<file path="config.mk">
export PLATFORM = sky130hd
export DESIGN_NAME = deserialization_ss_flat
export DESIGN_NICKNAME = d
export VERILOG_FILES = /design/src/rtl/deserialization_ss_if.sv /design/src/rtl/deserialization_ss.sv /design/src/flat_wrapper.sv
export SDC_FILE = /design/constraint.sdc
export NUM_CORES = 1
export LEC_CHECK = 0
export CORE_ASPECT_RATIO = 0.75
export CORE_MARGIN = 10
export CORE_UTILIZATION = 36
export DETAILED_ROUTE_END_ITERATION = 10
export GPL_ROUTABILITY_DRIVEN = 0
export PLACE_DENSITY = 0.6
export SYNTH_ARGS = -nofsm -noshare
export SYNTH_HDL_FRONTEND = slang
export SYNTH_SLANG_ARGS = --single-unit
</file>
<file path="constraint.sdc">
create_clock -name serialClk -period 1.55 [get_ports serialClk]
set_input_delay 0.3875 -clock serialClk [delete_from_list [all_inputs] [get_ports serialClk]]
set_output_delay 0.3875 -clock serialClk [all_outputs]
set_load 0.005 [all_outputs]
</file>
<file path="src/rtl/deserialization_ss_if.sv">
// Parallel I/Q output bus of the serial-link receiver.
// The master drives the word, the slave returns dataReady.
interface deserialization_ss_if #(
  parameter int ACC_DATA_WIDTH = 16
) ();
  logic                      dataValid;
  logic                      dataReady;
  logic [ACC_DATA_WIDTH-1:0] dataI;
  logic [ACC_DATA_WIDTH-1:0] dataQ;

  modport master (
    output dataValid,
    output dataI,
    output dataQ,
    input  dataReady
  );

  modport slave (
    input  dataValid,
    input  dataI,
    input  dataQ,
    output dataReady
  );
endinterface

</file>
<file path="src/rtl/deserialization_ss.sv">
// Serial-link receiver: rebuilds the {Q,I} word sent LSB first
// and offers it as parallel I/Q samples over valid/ready.
module deserialization_ss #(
  parameter int ACC_DATA_WIDTH = 16,
  parameter int CNT_WIDTH      = 6
) (
  input  logic serialClk,
  input  logic resetN,
  input  logic serialStart,
  input  logic serialIn,
  deserialization_ss_if.master out_if,
  output logic busy,
  output logic frameError,
  output logic overrun
);

  localparam int FW = 2 * ACC_DATA_WIDTH;
  localparam int IW = $clog2(FW);
  localparam logic [CNT_WIDTH-1:0] LAST = CNT_WIDTH'(FW - 1);

  typedef enum logic [1:0] {
    IDLE,
    RECV,
    COMMIT
  } state_e;

  state_e                    state_q, state_d;
  logic [CNT_WIDTH-1:0]      cnt_q, cnt_d;
  logic [FW-1:0]             shift_q, shift_d;
  logic                      valid_q, valid_d;
  logic [ACC_DATA_WIDTH-1:0] i_q, i_d;
  logic [ACC_DATA_WIDTH-1:0] q_q, q_d;
  logic                      fe_q, fe_d;
  logic                      ov_q, ov_d;
  logic                      commit;
  logic                      accept;

  assign commit = (state_q == COMMIT);
  assign accept = valid_q && out_if.dataReady;

  always_ff @(posedge serialClk or negedge resetN) begin
    if (!resetN) begin
      state_q <= IDLE;
      cnt_q   <= '0;
      shift_q <= '0;
      valid_q <= 1'b0;
      i_q     <= '0;
      q_q     <= '0;
      fe_q    <= 1'b0;
      ov_q    <= 1'b0;
    end else begin
      state_q <= state_d;
      cnt_q   <= cnt_d;
      shift_q <= shift_d;
      valid_q <= valid_d;
      i_q     <= i_d;
      q_q     <= q_d;
      fe_q    <= fe_d;
      ov_q    <= ov_d;
    end
  end

  // A start strobe in COMMIT is a back-to-back frame, not an error.
  always_comb begin
    state_d = state_q;
    cnt_d   = cnt_q;
    shift_d = shift_q;
    fe_d    = 1'b0;
    unique case (state_q)
      IDLE: begin
        if (serialStart) begin
          shift_d = FW'(serialIn);
          cnt_d   = CNT_WIDTH'(1);
          state_d = RECV;
        end
      end
      RECV: begin
        if (serialStart) begin
          fe_d    = 1'b1;
          shift_d = FW'(serialIn);
          cnt_d   = CNT_WIDTH'(1);
        end else begin
          shift_d[cnt_q[IW-1:0]] = serialIn;
          cnt_d = cnt_q + CNT_WIDTH'(1);
          if (cnt_q == LAST) begin
            state_d = COMMIT;
          end
        end
      end
      COMMIT: begin
        if (serialStart) begin
          shift_d = FW'(serialIn);
          cnt_d   = CNT_WIDTH'(1);
          state_d = RECV;
        end else begin
          cnt_d   = '0;
          state_d = IDLE;
        end
      end
      default: begin
        cnt_d   = '0;
        state_d = IDLE;
      end
    endcase
  end

  // Output register: a full, unaccepted word wins over a new one.
  always_comb begin
    valid_d = valid_q;
    i_d     = i_q;
    q_d     = q_q;
    ov_d    = 1'b0;
    if (commit) begin
      if (valid_q && !out_if.dataReady) begin
        ov_d = 1'b1;
      end else begin
        valid_d = 1'b1;
        i_d     = shift_q[ACC_DATA_WIDTH-1:0];
        q_d     = shift_q[FW-1:ACC_DATA_WIDTH];
      end
    end else if (accept) begin
      valid_d = 1'b0;
    end
  end

  assign out_if.dataValid = valid_q;
  assign out_if.dataI     = i_q;
  assign out_if.dataQ     = q_q;
  assign busy             = (state_q != IDLE);
  assign frameError       = fe_q;
  assign overrun          = ov_q;

endmodule
</file>
<file path="src/flat_wrapper.sv">
// flat-port wrapper written by rule: the top's interface ports become plain ports
module deserialization_ss_flat 
#(
  parameter int ACC_DATA_WIDTH = 16,
  parameter int CNT_WIDTH      = 6
)
  (serialClk, resetN, serialStart, serialIn, busy, frameError, overrun, out_if_dataValid, out_if_dataI, out_if_dataQ, out_if_dataReady);
  deserialization_ss_if #(.ACC_DATA_WIDTH(ACC_DATA_WIDTH)) out_if_i ();
  input  logic serialClk;
  input  logic resetN;
  input  logic serialStart;
  input  logic serialIn;
  output logic busy;
  output logic frameError;
  output logic overrun;
  output wire logic [$bits(out_if_i.dataValid)-1:0] out_if_dataValid;
  output wire logic [$bits(out_if_i.dataI)-1:0] out_if_dataI;
  output wire logic [$bits(out_if_i.dataQ)-1:0] out_if_dataQ;
  input wire logic [$bits(out_if_i.dataReady)-1:0] out_if_dataReady;
  assign out_if_dataValid = out_if_i.dataValid;
  assign out_if_dataI = out_if_i.dataI;
  assign out_if_dataQ = out_if_i.dataQ;
  assign out_if_i.dataReady = out_if_dataReady;
  deserialization_ss #(.ACC_DATA_WIDTH(ACC_DATA_WIDTH), .CNT_WIDTH(CNT_WIDTH)) u_core (.serialClk(serialClk), .resetN(resetN), .serialStart(serialStart), .serialIn(serialIn), .out_if(out_if_i), .busy(busy), .frameError(frameError), .overrun(overrun));
endmodule
</file>
==> run_results.csv, run 1 <==
group,metric,value,unit
outcome,outcome,"finished, final reports clean",
critical_path,critical-path-slowest-cell,"sky130_fd_sc_hd__dfrtp_1",
timing,post-route-period-util,0.980,
timing,tightest_slew,405,ps
timing,max_freq,658,MHz
placed_design,instance_area_at_placement,4260,um2
yosys,yosys_register_bits,75,
power,p_leak,2.28,nW
power,peakVddDrop,0.000678,V
hold_path,worstHoldPathType,"in -> async",
floorplan,io_pins,41,
floorplan,start_util,0.371,
yosys,synthesis.area,3610,um2
timing,rsz_0062_raised_after_global_routing,"yes",
clock_network,holdBufCountCts,0,
floorplan,die_w,136,um
clock_network,ctsHtreeMaxLevel,3,
timing,final-max-slew-violation-count,0,
timing,final_hold_viol_count,0,
clock_network,clockBufferDepth,2,
layout,post_route_cells_drive_above_1_share,0.315,
yosys,synth.net_count,299,
clock_network,worst_skew_late_latency,330,ps
drt,wire_per_inst,19.1,um
global_routing,grt_first_pass_wirelength,14400,um
timing,final.setup_skew,3.76,ps
critical_path,startpoint_class_of_the_critical_path,"register",
timing,hold_ws,64.0,ps
critical_path,required,1160,ps
drt,drc_errors,0,
critical_path,crit_chain,"or2_2 > buf_2",
layout,post-route-cell-area,4720,um2
clock_network,cts_tree,"built",
yosys,syn_inst,290,
drt,drt-initial-drc-count,212,
critical_path,critPathMaxStageDelay,380,ps
critical_path,regToRegStartpoint,"u_core.cnt_q[1]",
floorplan,rows,31,
placed_design,numPortBuffers,40,
critical_path,critPathArrivalTime,1130,ps
drt,route.antenna.remaining_nets,0,
power,pwr_density_cell,1030,nW/um2
critical_path,cp_top_family,"flip-flops",
layout,filler_cells_inserted,894,
clock_network,number_of_sinks_handled_by_clock_tree_synthesis,75,
clock_network,clock_edge_transition_at_the_registers_on_the_reported_setup_and_hold_paths,60,ps
yosys,async_flop_share,1.00,
critical_path,worst-path-buf-inv,1,
timing,final.setup.worst_slack,31.0,ps
drt,wl,9190,um
timing,setup_viol_count_final,0,
yosys,yosys.cell_types.count,37,
timing,shortest_clock_period_the_worst_path_allows_after_layout,1520,ps
job,cap_viol_max_count,0,
critical_path,crit_path_end_kind,"output port",
layout,diodes_inserted,0,
yosys,avgSynthCellArea,12.4,um2
clock_network,cts_buffer_count,9,
layout,multi_input_area,1640,um2
drt,drt-vias-per-instance,5.48,
yosys,yosys_warnings,0,
global_routing,maximum_number_of_pins_on_one_net_before_global_route_repair,76,
layout,register_area,1880,um2
critical_path,criticalPathCategory,"reg -> out",
critical_path,r2r-end,"u_core.state_q[1]",
global_routing,grt.overflow.total,0,
critical_path,rrSetupSlack,40,ps
yosys,synth_enable_flop_cells,0,
placed_design,dp_worst_setup_slack,-338,ps
floorplan,floorplan_die_area,14500,um2
critical_path,worst_r2r_path_depth,4,
yosys,synth-seq-area-share,0.520,
floorplan,die-height,107,um
global_routing,grt_usage,0.124,
layout,highest_count_cells_in_the_layout_ignoring_fill_and_taps,"73 x sky130_fd_sc_hd__dfrtp_1, 35 x sky130_fd_sc_hd__dlygate4sd2_1, 33 x sky130_fd_sc_hd__o22ai_1",
global_routing,first_global_vias,2586,
floorplan,core_area,9740,um2
drt,drt_first_pass_iters,5,
layout,finalNetCount,353,
layout,synthToLayoutAreaGrowth,30.6,%
drt,dr_total_vias,2635,
layout,layout_commonest_cell,"sky130_fd_sc_hd__dfrtp_1",
clock_network,clockRootBuffer,"sky130_fd_sc_hd__clkbuf_16",
critical_path,critPathMaxFanout,2,
placed_design,dp_hpwl,5460,um
yosys,yosys_most_used_dff,"sky130_fd_sc_hd__dfrtp_1",
global_routing,grt_antenna_before_repair,0,
timing,slew_headroom,0.730,
registers in the layout (all words and copies together), names as in the netlist:
signal,cells
u_core.state_q,2
u_core.overrun,1
u_core.out_if.dataValid,1
u_core.out_if.dataQ,16
u_core.shift_q,32
u_core.frameError,1
u_core.cnt_q,6
u_core.out_if.dataI,16
where the power goes:
| part | total [mW] | internal, mW | leakage, nW | switching [mW] |
|---|---|---|---|---|
| sequential | 2.05 | 2.00 | 1.03 | 0.0532 |
| combinational | 0.625 | 0.263 | 1.10 | 0.362 |
| clock | 2.20 | 1.40 | 0.147 | 0.794 |
| total | 4.87 | 3.67 | 2.28 | 1.21 |
timing repair:
action                                  4_1_cts  5_1_grt
pin swaps                                     0        1
gates cloned                                  0        3
buffers inserted                              1        1
gates resized for setup                      41       32
endpoints found under the setup margin       38       53
worst max path at each step:
stage | start | endpoint | slack (ps) | cells past startpoint
floorplan | u_core.cnt_q[0] | u_core.shift_q[0] | 110 | 5
global placement | serialStart | u_core.shift_q[7] | -310 | 5
detailed placement | serialStart | u_core.shift_q[7] | -340 | 5
CTS | u_core.cnt_q[0] | u_core.shift_q[10] | 9 | 6
global route | u_core.cnt_q[1] | u_core.shift_q[19] | -90 | 4
finish | u_core.state_q[1] | busy | 30 | 2
metal layers:
metal  part of all wire  GRT usage  vias to the layer above  wire, um
li1                   -          -                     1210         -
met1               0.48      0.177                     1328      4420
met2               0.43      0.167                       86      3970
met3              0.074     0.0466                       11       677
met4              0.013     0.0376                        0       117
met5                  0          0                        -         0
synth_stat cells, types with 3 or more instances:
master,number,share of area
sky130_fd_sc_hd__dfrtp_1,75,0.52
sky130_fd_sc_hd__o22ai_1,33,0.057
sky130_fd_sc_hd__mux2_2,31,0.097
sky130_fd_sc_hd__o2bb2ai_1,27,0.066
sky130_fd_sc_hd__and4b_1,12,0.033
sky130_fd_sc_hd__buf_2,10,0.014
sky130_fd_sc_hd__nand2_1,10,0.010
sky130_fd_sc_hd__and4bb_2,9,0.031
sky130_fd_sc_hd__buf_6,8,0.025
sky130_fd_sc_hd__clkbuf_1,8,0.0083
sky130_fd_sc_hd__nor2_1,8,0.0083
sky130_fd_sc_hd__a22o_1,4,0.0097
sky130_fd_sc_hd__and4_1,4,0.0097
sky130_fd_sc_hd__ha_1,4,0.014
sky130_fd_sc_hd__nand2b_1,4,0.0069
sky130_fd_sc_hd__nor4bb_1,4,0.011
sky130_fd_sc_hd__a21oi_1,3,0.0042
sky130_fd_sc_hd__buf_4,3,0.0062
sky130_fd_sc_hd__inv_1,3,0.0031
sky130_fd_sc_hd__nor2b_1,3,0.0052
sky130_fd_sc_hd__nor4b_1,3,0.0073
sky130_fd_sc_hd__or2_2,3,0.0052
sky130_fd_sc_hd__xor2_1,3,0.0073
final cells by class:
cell class                      count  share of cell area
Tap cell                          132              0.0350
Sequential cell                    75               0.399
Multi-Input combinational cell    182               0.347
Timing Repair Buffer               73               0.150
Clock inverter                      7              0.0196
Inverter                            3             0.00239
Clock buffer                        9              0.0478
kinds of logic (layout without fill, tap and decap cells):
kind of cell / after synthesis / in the layout / share of synthesized area
xor+xnor: 3 / 3 / 0.00728
fa+ha+maj: 4 / 4 / 0.0139
mux: 34 / 34 / 0.107
flops: 75 / 75 / 0.520
compound gates: 68 / 68 / 0.138
buf+inv: 33 / 92 / 0.0579
simple gates: 73 / 73 / 0.156
worst register-to-register path, delay by kind of cell, from the launching register on:
family / cells / cell delay (ps)
fa+ha+maj: 1 / 330
simple gates: 3 / 690
flops: 1 / 430
metrics by stage:
stage | cells | power (mW) | TNS [ps] | utilization
after floorplan | 290 | 2.47 | 0 | -
after global placement | 461 | 2.68 | -16940 | 0.438
after detailed placement | 461 | 2.69 | -18480 | 0.438
after CTS | 478 | 4.91 | 0 | 0.467
after global routing | 481 | 5.09 | -229 | 0.484
final | 481 | 4.87 | 0 | 0.484
Power figures use the tool's default switching activity.
==> run 2: changes to the inputs <==
--- a/config.mk
+++ b/config.mk
@@ -7,10 +7,10 @@
 export LEC_CHECK = 0
 export CORE_ASPECT_RATIO = 0.75
 export CORE_MARGIN = 10
-export CORE_UTILIZATION = 36
+export CORE_UTILIZATION = 55
 export DETAILED_ROUTE_END_ITERATION = 10
 export GPL_ROUTABILITY_DRIVEN = 0
-export PLACE_DENSITY = 0.6
+export PLACE_DENSITY = 0.83
 export SYNTH_ARGS = -nofsm -noshare
 export SYNTH_HDL_FRONTEND = slang
 export SYNTH_SLANG_ARGS = --single-unit
==> run_results.csv, run 2 (synthesis results as in run 1) <==
group,metric,value,unit
drt,drc_errors,0,
timing,rsz_0062_raised_after_global_routing,"yes",
timing,finalSetupTns,-5.31,ps
timing,tightest_slew,379,ps
critical_path,critPathArrivalTime,1790,ps
power,totalPowerFinal,4.41,mW
global_routing,grt_antenna_before_repair,0,
layout,post_route_cells_drive_above_1_share,0.320,
floorplan,die-height,90.2,um
hold_path,worstHoldPathType,"in -> async",
timing,final.setup_skew,7.18,ps
layout,synthToLayoutAreaGrowth,24.5,%
critical_path,required,1790,ps
global_routing,grt.overflow.total,0,
critical_path,criticalPathCategory,"reg -> reg",
critical_path,crit_chain,"inv_2 > ha_2 > nor4b_4 > o22ai_2 > mux2_1",
drt,wl,8300,um
critical_path,startpoint_class_of_the_critical_path,"register",
power,net_switching_power_of_the_design,1.12,mW
layout,largest_reg_flops,32,
layout,diodes_inserted,0,
timing,setup_viol_count_final,1,
critical_path,critPathMaxStageDelay,470,ps
floorplan,core_area,6350,um2
layout,highest_count_cells_in_the_layout_ignoring_fill_and_taps,"71 x sky130_fd_sc_hd__dfrtp_1, 35 x sky130_fd_sc_hd__dlygate4sd2_1, 32 x sky130_fd_sc_hd__o22ai_1",
clock_network,cts_buffer_count,9,
floorplan,rows,25,
outcome,failed_checks,"negative setup slack",
clock_network,cts_tree,"built",
placed_design,dp_hpwl,5420,um
placed_design,placed_cells,408,
clock_network,clockRootBuffer,"sky130_fd_sc_hd__clkbuf_8",
layout,filler_cells_inserted,447,
floorplan,start_util,0.568,
drt,dr_total_vias,2595,
timing,final-max-slew-violation-count,0,
layout,layout_commonest_cell,"sky130_fd_sc_hd__dfrtp_1",
layout,final_core_utilization,0.708,
drt,route.antenna.remaining_nets,0,
global_routing,first_global_vias,2624,
layout,registers.top_by_ff_count,"u_core.shift_q",
power,power.combinational.fraction,0.154,
job,cap_viol_max_count,0,
layout,finalNetCount,351,
drt,drt-vias-per-instance,6.06,
global_routing,grt_first_pass_wirelength,13900,um
clock_network,worst_skew_late_latency,350,ps
power,p_sw_frac,0.254,
timing,max_freq,643,MHz
drt,drt-initial-drc-count,182,
timing,final_hold_viol_count,0,
power,pwr_density_cell,982,nW/um2
power,peakVddDrop,0.000447,V
layout,post-route-cell-area,4490,um2
timing,final.setup.worst_slack,-5.31,ps
timing,shortest_clock_period_the_worst_path_allows_after_layout,1560,ps
drt,drt_first_pass_iters,4,
outcome,outcome,"finished with violations",
placed_design,numPortBuffers,40,
timing,post-route-period-util,1.00,
placed_design,dp_worst_setup_slack,-351,ps
critical_path,critical-path-slowest-cell,"sky130_fd_sc_hd__dfrtp_2",
floorplan,die_w,114,um
global_routing,grt_usage,0.165,
power,clock_power_share,0.379,
timing,slew_headroom,0.747,
layout,finalNonFillerCells,428,
power,power.share.sequential,0.467,
clock_network,clock_edge_transition_at_the_registers_on_the_reported_setup_and_hold_paths,70,ps
clock_network,clockBufferDepth,2,
power,p_leak,2.20,nW
power,power.internal,3.29,mW
timing,hold_ws,57.2,ps
global_routing,maximum_number_of_pins_on_one_net_before_global_route_repair,76,
critical_path,critPathMaxFanout,5,
clock_network,ctsHtreeMaxLevel,3,
critical_path,crit_path_end_kind,"register",
floorplan,io_pins,41,
clock_network,number_of_sinks_handled_by_clock_tree_synthesis,75,
floorplan,floorplan_die_area,10200,um2
drt,wire_per_inst,19.4,um
placed_design,instance_area_at_placement,4180,um2
clock_network,holdBufCountCts,0,
-- run 2: cell types whose count changed in the layout (fill, tap and decap cells not counted), sizes merged --
cell           change
clkdlybuf4s50      +1
clkinvlp           -2
clkinv             -1
clkbuf             +1
dlymetal6s2s       -1
-- run 2: worst paths after layout --
check	slack, ps	to	start	depth (start not counted)
setup / recovery	-5	u_core.shift_q[0]	u_core.cnt_q[0]	5
hold / removal	60	u_core.overrun	resetN	2
setup reg to reg	-5	u_core.shift_q[0]	u_core.cnt_q[0]	5
hold reg to reg	480	u_core.shift_q[17]	u_core.shift_q[17]	1
max in group asynchronous	1180	u_core.cnt_q[4]	resetN	2
min in group serialClk	450	u_core.frameError	serialStart	2
-- run 2: worst max-delay path: cells and delay by family (launching register included) --
| family | cells | cell delay [ps] |
|---|---|---|
| adders and majority gates | 1 | 210 |
| DFF | 1 | 470 |
| buffers and inverters | 1 | 120 |
| AOI/OAI and AO/OA | 1 | 120 |
| muxes | 1 | 320 |
| and+or+nand+nor | 1 | 210 |
-- run 2: cell type report --
class                      instances  area, um2  area share
sequential                        75       1880       0.419
multi-input combinational        182       1620       0.360
timing repair buffer              71        654       0.146
clock buffer                      12        155      0.0345
tap                               81        101      0.0226
clock inverter                     4       72.6      0.0162
inverter                           3       11.3     0.00251
-- run 2: power by group through the flow --
stage / combinational, mW / sequential [mW] / clock [mW]
floorplan: 0.411 / 2.06 / 0
global placement: 0.569 / 2.08 / 0
detailed placement: 0.590 / 2.08 / 0
CTS: 0.601 / 2.05 / 1.71
global route: 0.739 / 2.06 / 1.81
finish: 0.679 / 2.06 / 1.67
-- run 2: layer usage --
layer,up-vias,global-route usage,part of all wire
li1,1204,-,-
met1,1273,0.226,0.45
met2,96,0.225,0.45
met3,22,0.0604,0.081
met4,0,0.0749,0.024
met5,-,0,0
-- run 2: repair_timing --
| item | 4_1_cts | 5_1_grt |
|---|---|---|
| setup buffers | 2 | 2 |
| pin swaps | 0 | 2 |
| hold endpoints to repair | 0 | 0 |
| setup endpoints to repair | 41 | 25 |
| resized for setup | 43 | 20 |
==> run 3: changes to the inputs <==
--- a/config.mk
+++ b/config.mk
@@ -5,6 +5,7 @@
 export SDC_FILE = /design/constraint.sdc
 export NUM_CORES = 1
 export LEC_CHECK = 0
+export CAP_MARGIN = 20
 export CORE_ASPECT_RATIO = 0.75
 export CORE_MARGIN = 10
 export CORE_UTILIZATION = 55
==> constraint.sdc (replaced) <==
create_clock -name serialClk -period 1.85 [get_ports serialClk]
set_input_delay 0.4625 -clock serialClk [delete_from_list [all_inputs] [get_ports serialClk]]
set_output_delay 0.4625 -clock serialClk [all_outputs]
set_load 0.005 [all_outputs]
==> run_results.csv, run 3 (synthesis results as in run 1) <==
group,metric,value,unit
critical_path,critPathMaxStageDelay,410,ps
critical_path,crit_path_end_kind,"output port",
floorplan,start_util,0.568,
global_routing,grt.overflow.total,0,
clock_network,holdBufCountCts,0,
floorplan,core_area,6350,um2
floorplan,floorplan_die_area,10200,um2
floorplan,die-height,90.2,um
layout,synthToLayoutAreaGrowth,21.1,%
clock_network,clockBufferDepth,2,
drt,drt-vias-per-instance,6.06,
clock_network,worst_skew_late_latency,360,ps
drt,route.antenna.remaining_nets,0,
clock_network,number_of_sinks_handled_by_clock_tree_synthesis,75,
outcome,outcome,"finished, final reports clean",
critical_path,critical-path-slowest-cell,"sky130_fd_sc_hd__dfrtp_2",
layout,post_route_cells_drive_above_1_share,0.265,
drt,drt_first_pass_iters,4,
timing,slew_headroom,0.723,
timing,setup_viol_count_final,0,
layout,finalNetCount,344,
layout,layout_commonest_cell,"sky130_fd_sc_hd__dfrtp_1",
layout,post-route-cell-area,4370,um2
critical_path,startpoint_class_of_the_critical_path,"register",
critical_path,cp_top_family,"flip-flops",
layout,finalNonFillerCells,421,
drt,dr_total_vias,2553,
layout,registers.top_by_ff_count,"u_core.shift_q",
critical_path,required,1390,ps
critical_path,critical_path_cell_count,2,
critical_path,worst-path-buf-inv,1,
layout,filler_cells_inserted,470,
placed_design,dp_hpwl,5250,um
floorplan,rows,25,
hold_path,worstHoldPathType,"in -> async",
clock_network,clock_edge_transition_at_the_registers_on_the_reported_setup_and_hold_paths,80,ps
timing,max_freq,564,MHz
global_routing,maximum_number_of_pins_on_one_net_before_global_route_repair,33,
drt,wire_per_inst,18.3,um
drt,wl,7710,um
clock_network,clockRootBuffer,"sky130_fd_sc_hd__clkbuf_8",
placed_design,placed_cells,404,
timing,post-route-period-util,0.959,
layout,diodes_inserted,0,
floorplan,io_pins,41,
critical_path,worst_r2r_path_depth,5,
clock_network,cts_tree,"built",
global_routing,grt_first_pass_wirelength,13200,um
layout,multi_input_area,1530,um2
global_routing,grt_usage,0.156,
drt,drt-initial-drc-count,132,
critical_path,criticalPathCategory,"reg -> out",
layout,final_core_utilization,0.688,
timing,tightest_slew,415,ps
clock_network,ctsHtreeMaxLevel,3,
timing,final_hold_viol_count,0,
layout,largest_reg_flops,32,
drt,drc_errors,0,
global_routing,grt_antenna_before_repair,0,
critical_path,crit_chain,"or2_2 > dlygate4sd2_1",
global_routing,first_global_vias,2539,
layout,highest_count_cells_in_the_layout_ignoring_fill_and_taps,"74 x sky130_fd_sc_hd__dfrtp_1, 38 x sky130_fd_sc_hd__clkdlybuf4s50_1, 33 x sky130_fd_sc_hd__o22ai_1",
timing,final-max-slew-violation-count,0,
power,peakVddDrop,0.000562,V
placed_design,numPortBuffers,40,
timing,final.setup_skew,8.08,ps
power,p_leak,1.97,nW
layout,register_area,1880,um2
placed_design,instance_area_at_placement,4140,um2
power,pwr_density_cell,824,nW/um2
timing,rsz_0062_raised_after_global_routing,"no",
job,cap_viol_max_count,0,
critical_path,critPathArrivalTime,1310,ps
critical_path,critPathMaxFanout,2,
timing,shortest_clock_period_the_worst_path_allows_after_layout,1770,ps
floorplan,die_w,114,um
clock_network,cts_buffer_count,9,
run 3: path summary, 6_finish.rpt:
kind	from	slack, ps	end
min reg2reg	u_core.shift_q[0]	490	u_core.shift_q[0]
max in group asynchronous	resetN	1320	u_core.out_if.dataI[13]
max	u_core.state_q[1]	80	busy
min	resetN	30	u_core.shift_q[31]
min in group serialClk	u_core.shift_q[0]	490	u_core.shift_q[0]
max reg2reg	u_core.cnt_q[0]	240	u_core.shift_q[10]
run 3: through the flow:
| stage | setup TNS, ps | setup slack [ps] | hold slack, ps | power, mW |
|---|---|---|---|---|
| after global routing | 0 | 42.8 | 45.1 | 3.75 |
| after floorplan | 0 | 408 | 167 | 2.07 |
| final | 0 | 76.7 | 27.8 | 3.60 |
| after CTS | 0 | 64.1 | 33.2 | 3.63 |
| after detailed placement | -3250 | -97.8 | 413 | 2.22 |
| after global placement | -2030 | -58.7 | 405 | 2.21 |
run 3: what timing repair did:
action | 4_1_cts | 5_1_grt
endpoints found under the setup margin | 1 | 0
resized for setup | 2 | 0
setup buffers | 1 | 0
run 3: routing by layer:
metal / vias to the layer above / GRT usage / wire length, um
li1: 1189 / - / -
met1: 1268 / 0.216 / 3570
met2: 87 / 0.220 / 3460
met3: 9 / 0.0564 / 610
met4: 0 / 0.0454 / 68
met5: - / 0 / 0
run 3: power by group:
group | switching [mW] | leakage [nW] | internal [mW]
combinational | 0.293 | 0.826 | 0.201
clock | 0.610 | 0.108 | 0.795
sequential | 0.0295 | 1.03 | 1.67
total | 0.933 | 1.97 | 2.67
run 3: cell type report:
type	instances	area share
clock buffers	10	0.0315
inverters	3	0.00258
flip-flops and latches	75	0.430
repair buffers	64	0.143
clock inverters	6	0.0203
well taps	81	0.0232
multi-input cells	182	0.350
